<file path="config.mk">
export PLATFORM = sky130hd
export DESIGN_NAME = ps2_scancode_rx
export DESIGN_NICKNAME = d
export VERILOG_FILES = /design/src/rtl/ps2_scancode_rx.sv
export SDC_FILE = /design/constraint.sdc
export NUM_CORES = 1
export LEC_CHECK = 0
export BUFFER_PORTS_ARGS = -buffer_cell sky130_fd_sc_hd__buf_4
export CORE_ASPECT_RATIO = 0.75
export CORE_MARGIN = 3
export CORE_UTILIZATION = 30
export CTS_BUF_LIST = sky130_fd_sc_hd__clkbuf_4
export CTS_CLUSTER_SIZE = 8
export DETAILED_ROUTE_END_ITERATION = 10
export HOLD_SLACK_MARGIN = 0.05
export PLACE_DENSITY_LB_ADDON = 0.08
export SLEW_MARGIN = 5
export SYNTH_ARGS = -nofsm -noshare
export SYNTH_HDL_FRONTEND = slang
export SYNTH_SLANG_ARGS = --single-unit
</file>
<file path="constraint.sdc">
create_clock -name clk_sys -period 2.2 [get_ports clk_sys]
set_input_delay 0.22 -clock clk_sys [delete_from_list [all_inputs] [get_ports clk_sys]]
set_output_delay 0.22 -clock clk_sys [all_outputs]
set_load 0.05 [all_outputs]
</file>
<file path="src/rtl/ps2_scancode_rx.sv">
// PS/2 set-2 receiver: filters the raw lines and folds E0/F0 prefixes into key events.
// Define PS2_PARITY_CHECK_EN to reject frames whose odd parity does not check.
module ps2_scancode_rx #(
    parameter int FILTER_LEN  = 8,
    parameter int TIMEOUT_CYC = 50000
) (
    input  logic       clk_sys,
    input  logic       reset,
    input  logic       ps2_clk,
    input  logic       ps2_data,
    output logic       key_strobe,
    output logic       key_pressed,
    output logic       key_extended,
    output logic [7:0] key_code,
    output logic       frame_err
);
    localparam int FLT_W = $clog2(FILTER_LEN + 1);
    localparam int TMO_W = $clog2(TIMEOUT_CYC + 1);

`ifdef PS2_PARITY_CHECK_EN
    localparam logic PAR_CHECK = 1'b1;
`else
    localparam logic PAR_CHECK = 1'b0;
`endif

    typedef enum logic [1:0] {IDLE, DATA, PARITY, STOP} state_t;

    state_t     state, state_n;
    logic       clk_s1, clk_s2, dat_s1, dat_s2;
    logic       clk_f, clk_fq;
    logic [FLT_W-1:0] flt_cnt;
    logic [TMO_W-1:0] tmo_cnt;
    logic       sample, tmo_hit;
    logic [2:0] bitcnt, bitcnt_n;
    logic [7:0] shreg, shreg_n;
    logic       par_bit, par_n;
    logic       par_ok;
    logic       byte_valid, byte_valid_n;
    logic       frame_err_n;
    logic       ext_flag, brk_flag;
    logic [2:0] skip_cnt;
    logic       is_e0, is_f0, is_e1, is_drop;

    always_ff @(posedge clk_sys or posedge reset) begin
        if (reset) begin
            clk_s1  <= 1'b1;
            clk_s2  <= 1'b1;
            dat_s1  <= 1'b1;
            dat_s2  <= 1'b1;
            clk_f   <= 1'b1;
            clk_fq  <= 1'b1;
            flt_cnt <= '0;
        end else begin
            clk_s1 <= ps2_clk;
            clk_s2 <= clk_s1;
            dat_s1 <= ps2_data;
            dat_s2 <= dat_s1;
            clk_fq <= clk_f;
            if (clk_s2 == clk_f) begin
                flt_cnt <= '0;
            end else if (flt_cnt == FLT_W'(FILTER_LEN - 1)) begin
                clk_f   <= clk_s2;
                flt_cnt <= '0;
            end else begin
                flt_cnt <= flt_cnt + FLT_W'(1);
            end
        end
    end

    assign sample  = clk_fq & ~clk_f;
    // A sample event in the same cycle wins over the timeout.
    assign tmo_hit = (state != IDLE) && !sample &&
                     (tmo_cnt == TMO_W'(TIMEOUT_CYC - 1));
    assign par_ok  = (^{shreg, par_bit}) | ~PAR_CHECK;

    always_ff @(posedge clk_sys or posedge reset) begin
        if (reset) begin
            tmo_cnt <= '0;
        end else if (sample || state == IDLE || tmo_hit) begin
            tmo_cnt <= '0;
        end else begin
            tmo_cnt <= tmo_cnt + TMO_W'(1);
        end
    end

    always_ff @(posedge clk_sys or posedge reset) begin
        if (reset) begin
            state      <= IDLE;
            bitcnt     <= 3'd0;
            shreg      <= 8'h00;
            par_bit    <= 1'b0;
            byte_valid <= 1'b0;
            frame_err  <= 1'b0;
        end else begin
            state      <= state_n;
            bitcnt     <= bitcnt_n;
            shreg      <= shreg_n;
            par_bit    <= par_n;
            byte_valid <= byte_valid_n;
            frame_err  <= frame_err_n;
        end
    end

    always_comb begin
        state_n      = state;
        bitcnt_n     = bitcnt;
        shreg_n      = shreg;
        par_n        = par_bit;
        byte_valid_n = 1'b0;
        frame_err_n  = 1'b0;
        if (sample) begin
            case (state)
                IDLE: begin
                    if (!dat_s2) begin
                        state_n  = DATA;
                        bitcnt_n = 3'd0;
                    end
                end
                DATA: begin
                    shreg_n  = {dat_s2, shreg[7:1]};
                    bitcnt_n = bitcnt + 3'd1;
                    if (bitcnt == 3'd7) state_n = PARITY;
                end
                PARITY: begin
                    par_n   = dat_s2;
                    state_n = STOP;
                end
                default: begin
                    state_n = IDLE;
                    if (dat_s2 && par_ok) byte_valid_n = 1'b1;
                    else                  frame_err_n  = 1'b1;
                end
            endcase
        end else if (tmo_hit) begin
            state_n     = IDLE;
            frame_err_n = 1'b1;
        end
    end

    assign is_e0   = (shreg == 8'hE0);
    assign is_f0   = (shreg == 8'hF0);
    assign is_e1   = (shreg == 8'hE1);
    assign is_drop = (shreg inside {8'hAA, 8'hFA, 8'hEE,
                                    8'hFC, 8'h00, 8'hFF});

    always_ff @(posedge clk_sys or posedge reset) begin
        if (reset) begin
            ext_flag     <= 1'b0;
            brk_flag     <= 1'b0;
            skip_cnt     <= 3'd0;
            key_strobe   <= 1'b0;
            key_pressed  <= 1'b0;
            key_extended <= 1'b0;
            key_code     <= 8'h00;
        end else begin
            key_strobe <= 1'b0;
            if (tmo_hit) begin
                ext_flag <= 1'b0;
                brk_flag <= 1'b0;
            end else if (byte_valid) begin
                if (skip_cnt != 3'd0) begin
                    skip_cnt <= skip_cnt - 3'd1;
                end else begin
                    unique case (1'b1)
                        is_e0: ext_flag <= 1'b1;
                        is_f0: brk_flag <= 1'b1;
                        is_e1: begin
                            skip_cnt <= 3'd7;
                            ext_flag <= 1'b0;
                            brk_flag <= 1'b0;
                        end
                        is_drop: begin
                            ext_flag <= 1'b0;
                            brk_flag <= 1'b0;
                        end
                        default: begin
                            key_strobe   <= 1'b1;
                            key_code     <= shreg;
                            key_extended <= ext_flag;
                            key_pressed  <= ~brk_flag;
                            ext_flag     <= 1'b0;
                            brk_flag     <= 1'b0;
                        end
                    endcase
                end
            end
        end
    end

endmodule

</file>
After elaboration in Yosys (flattened, before gate mapping)
Index checks and enable logic that the tools add are counted.
{"block": "word_totals", "register_bits": 57, "latch_bits": 0, "mem_bits_rw": 0, "romBits": 0, "input_bits": 4, "word_cells": 106, "memories": 0}
{"block": "op_classes", "n_addsub": 4, "n_mul": 0, "div_mod_pow": 0, "n_lt_le_gt_ge": 0, "n_eq_ne": 20, "shifts": 0, "mux": 31, "n_bitwise": 7, "n_reduce_logical": 24}
{"operator": "8-bit equality test (second input constant)", "n": 8}
{"operator": "1-bit two-way mux", "n": 17}
{"operator": "16-bit by 1-bit adder with 16-bit output (second input constant)", "n": 1}
{"operator": "16-bit equality test (second input constant)", "n": 1}
{"operator": "16-bit two-way mux", "n": 1}
{"operator": "3-bit AND reduction", "n": 5}
{"operator": "2-bit nonzero test", "n": 5}
{"operator": "3-bit two-way mux", "n": 3}
{"operator": "8-bit logical NOT", "n": 1}
{"operator": "2-bit two-way mux", "n": 4}
{"operator": "4-bit two-way mux", "n": 2}
{"operator": "2-bit != test (second input constant)", "n": 4}
{"operator": "3-bit != test (second input constant)", "n": 2}
{"operator": "1-bit NOT", "n": 6}
{"operator": "2-bit one-hot mux with 3 select lines", "n": 1}
{"operator": "3-bit one-hot mux with 2 select lines", "n": 1}
{"operator": "6-bit nonzero test", "n": 1}
{"operator": "4-bit by 1-bit adder with 4-bit output (second input constant)", "n": 1}
{"operator": "4-bit by 3-bit equality test with 1-bit output (second input constant)", "n": 1}
{"operator": "1-bit one-hot mux with 2 select lines", "n": 2}
{"operator": "2-bit AND reduction", "n": 2}
{"operator": "4-bit AND reduction", "n": 1}
{"operator": "4-bit OR reduction", "n": 1}
{"operator": "3-bit by 1-bit adder with 3-bit output (second input constant)", "n": 1}
{"operator": "other kinds (12)", "n": 14}

Depth between registers and ports, before layout
{"block": "depth", "ltp_word": 7, "ltp_mapped": 8, "depth_no_buf": 7}

Worst setup path before layout
Ideal clock, no wire load.
{"block": "synth_path", "kind": "register -> register", "start": "register tmo_cnt[0]", "end": "register key_code[1]", "setup_ps": 125, "arrival_ps": 1753, "t_required_ps": 2075, "slack_ps": 322, "stages_incl_launch_ff": 8, "n_path_buf": 1, "synth_period_minus_slack_ps": 1878, "path_cell_list": "dfrtp_1 -> ha_1 -> and3_1 -> and4_2 -> nand2_1 -> nand4_2 -> buf_6 -> mux2_4"}
{"block": "synth_via", "elab_chain_cells": 4}
{"item": "from (decl)", "line": "32", "source": "logic [TMO_W-1:0] tmo_cnt;"}
{"item": "from (signal assigned)", "line": "82", "source": "tmo_cnt <= tmo_cnt + TMO_W'(1);"}
{"item": "16-bit equality test", "line": "73", "source": "(tmo_cnt == TMO_W'(TIMEOUT_CYC - 1));"}
{"item": "1-bit logical AND", "line": "72", "source": "assign tmo_hit = (state != IDLE) && !sample &&"}
{"item": "1-bit NOT (no line)"}
{"item": "4-bit AND reduction (no line)"}
{"item": "to (signal assigned)", "line": "178", "source": "key_code <= shreg;"}
{"item": "to (decl)", "line": "14", "source": "output logic [7:0] key_code,"}
No other way between the ends.
A chain may end at the register's enable or synchronous reset.

Final worst setup path
{"block": "layout_path", "start": "register tmo_cnt[0]", "end": "register key_code[4]"}
Same word-level chain as after synthesis.

==> qor.txt <==
Num Clock Sinks - 57
Combinational share of power - 12.3%
Routed vias/inst - 4.57
Worst hold start - dat_s1$_DFF_PP1_
Num CTS Buffers - 9
Fmax - 0.485 GHz
Outcome - complete, no violations
Hpwl dp - 3.35 mm
Netlist cell types - 38
Max-cap violations - 0
Cell with the most instances after synthesis - dfrtp_1
Seq/Total Area, Yosys - 54.1%
Avg WL per Cell - 13.4 um
Hold Path Stages - 0
Number of flops mapped to enable cells by yosys - 0
Min-Delay Path Class - flip-flop to flip-flop
Synth Area in Compound Gates - 5.01%
Syn nets - 249
Simple-Gate Fraction of Synth Area - 16.8%
Leak Pwr - 1.47 nW
H-tree lvl count - 3
Synth Area in Adders - 4.72%
Clock Skew - 20.0 ps
Sw Ratio - 27.7%
Power Dens Cells - 703 nW/um2
R2R setup slack - 140 ps
FF-to-FF Start - tmo_cnt[0]$_DFF_PP0_
Crit path required time - 2500 ps
Reg2reg path depth - 7
Worst-path fanout max - 8
Setup Crit Path Kind - flip-flop to flip-flop
Initial antenna violation count - 0
Finished Core Util - 36.1%
Antenna-violating nets left - 0
Synth Flop Type - dfrtp_1
Die area - 10000 um2
Area of the mapped netlist - 2650 um2
CTS resizes - 0
CP startpoint kind - flip-flop
Post-Synth XOR/XNOR Area - 5.62%
Share of layout cells above drive strength 1 - 23.4%
# IOs - 16
Cell Rows - 29
Fin crit period - 2060 ps
Slew margin rel. - 63.5%
Syn_area_per_cell - 11.3 um2
Worst hold endpoint - dat_s2$_DFF_PP1_
P&R area growth vs syn - 16.2%
Grt ovf - 0
First-pass GRT wire length - 8.87 mm
Clk pwr share - 34.1%
Die span in y - 87.4 um
Pint - 0.00156 W
Yosys reg bits - 57
Largest net degree at the start of global routing - 58
CTS tree - built
Placer Congestion - 0.742
Crit-path slowest cell - dfrtp_1
Cell Count, Final, Fillers Out - 377
Worst-Margin Slew - 543 ps
DIE WIDTH - 115 um
Vias in the first global route - 1776
RSZ-0062 raised after global routing - no
Initial DRT Pass Iterations - 4
Placed Cells - 358
CP max stage delay - 420 ps
Syn. warnings - 0
Clock buffer depth - 2
Synth top area cells - dfrtp_1 48%, dfstp_2 6.0%, ha_1 4.7%
Synth top area share - 48.2%
Post-Synthesis Cells - 235
Worst Setup SP - tmo_cnt[0]$_DFF_PP0_
Reg clk slew, reported paths - 100 ps
DRC Markers - 0
Final WL - 5.07 mm
Max VDD drop - 0.403 mV
Hold Violations, Final - 0
Mux share of post-synthesis cell area - 9.49%
Max-slew violations - 0
Top post-synthesis cells by count - 51 x dfrtp_1, 29 x nor2_1, 14 x inv_1, 14 x nand2_1, 12 x nand3_1
Dominant cell type by area after synthesis - dfrtp_1
Ys async rst share - 100%
Main combinational cell family by area after synthesis - simple AND/OR/NAND/NOR gates
Setup TNS - 0 ps
Crit-path cells - ha_1, and3_1, and4_2, nand2_1, nand4_2, buf_12, mux2_4
Port bufs - 15
Sw Pwr - 0.000599 W
Worst-skew pair later-pin latency - 400 ps
Nets - 278
Vias - 1724
Clock root cell - clkbuf_4
# setup viols final - 0
Worst path arrival time - 2360 ps
# diodes - 0
Sequential power share - 53.6%
DR iter-0 viols - 72
Tcrit/Tclk final - 93.7%
Core region area - 8530 um2
GRT Util Overall - 11.6%
RR Endpoint - key_code[4]$_DFFE_PP0P_
Starting Density - 31.1%
CP endpoint kind - flip-flop
[metrics by stage]
step	worst slack, ps	hold slack, ps	power [W]	cell area [um2]
floorplan	322	224	0.00136	2650
global placement	157	320	0.00146	2920
detailed placement	112	316	0.00145	2920
CTS	108	364	0.00221	3080
global route	15.7	368	0.00230	3080
finish	139	361	0.00216	3080
[how the worst max path moves through the flow]
stage | to | depth (start not counted)
2_1_floorplan | key_code[1]$_DFFE_PP0P_ | 7
4_1_cts | key_code[6]$_DFFE_PP0P_ | 7
3_5_place_dp | key_code[3]$_DFFE_PP0P_ | 7
5_1_grt | key_code[5]$_DFFE_PP0P_ | 7
3_3_place_gp | key_code[1]$_DFFE_PP0P_ | 7
6_report | key_code[4]$_DFFE_PP0P_ | 7
[worst max-delay path, delay by kind of cell (launching register included)]
family / cells / cell delay (ps)
and+or+nand+nor: 4 / 790
adders and majority gates: 1 / 250
buffers and inverters: 1 / 220
muxes: 1 / 290
DFF: 1 / 420
[power by group through the flow]
| stage | logic [W] | clock network [W] | registers (W) |
|---|---|---|---|
| 3_5_place_dp | 0.000267 | 0 | 0.00118 |
| 2_1_floorplan | 0.000189 | 0 | 0.00117 |
| 5_1_grt | 0.000313 | 0.000814 | 0.00117 |
| 6_report | 0.000267 | 0.000737 | 0.00116 |
| 4_1_cts | 0.000274 | 0.000779 | 0.00116 |
| 3_3_place_gp | 0.000275 | 0 | 0.00118 |
[final cells by class]
class | instances | area [um2]
fill | 845 | 5450
inverter | 14 | 52.6
clock buffer | 10 | 75.1
sequential | 57 | 1430
multi-input combinational | 156 | 1100
timing repair buffer | 26 | 228
clock inverter | 6 | 50.0
tap | 108 | 135
[routing by layer]
metal / track usage [%] / up-vias / part of all wire [%]
li1: - / 864 / -
met1: 16.8 / 827 / 57
met2: 15.2 / 27 / 37
met3: 5.49 / 6 / 4.8
met4: 3.56 / 0 / 1.3
met5: 0 / - / 0
[flip-flops by register name, summed over array words and instances (netlist names), 2 cells and up]
| signal | count |
|---|---|
| tmo_cnt | 16 |
| key_code | 8 |
| shreg | 8 |
| flt_cnt | 4 |
| bitcnt | 3 |
| skip_cnt | 3 |
| state | 2 |
[cells in the final DEF (no fill, tap or decap), types with 2 or more instances in the layout]
master         instances
o21ai_0                8
inv_1                 13
o31ai_1                2
and3_1                 6
and4b_2                2
clkbuf_4              10
dfrtp_1               51
nor3_1                 8
xor2_1                 7
a21oi_1                5
buf_12                 2
dfstp_2                6
mux2_4                 8
nor2_1                29
dlygate4sd3_1          3
a32oi_1                2
buf_4                 21
xnor2_1               10
nand2b_1               2
nor2b_1                2
mux2i_1                3
nand3_1               12
ha_1                  10
nor4bb_1               2
clkinv_1               4
mux2_2                 9
nand2_1               14
nand4_1                4
[logic make-up (layout without fill, tap and decap cells)]
| kind of cell | count (synthesis) | in the layout |
|---|---|---|
| buf+inv | 22 | 56 |
| flops | 57 | 57 |
| fa+ha+maj | 10 | 10 |
| xor+xnor | 17 | 17 |
| simple gates | 87 | 87 |
| compound gates | 22 | 22 |
| mux | 20 | 20 |
[timing repair]
item                      in CTS  in global routing
hold endpoints to repair      53                  0
hold buffers                   3                  0
buffers inserted               0                  0
Power figures use the tool's default switching activity.
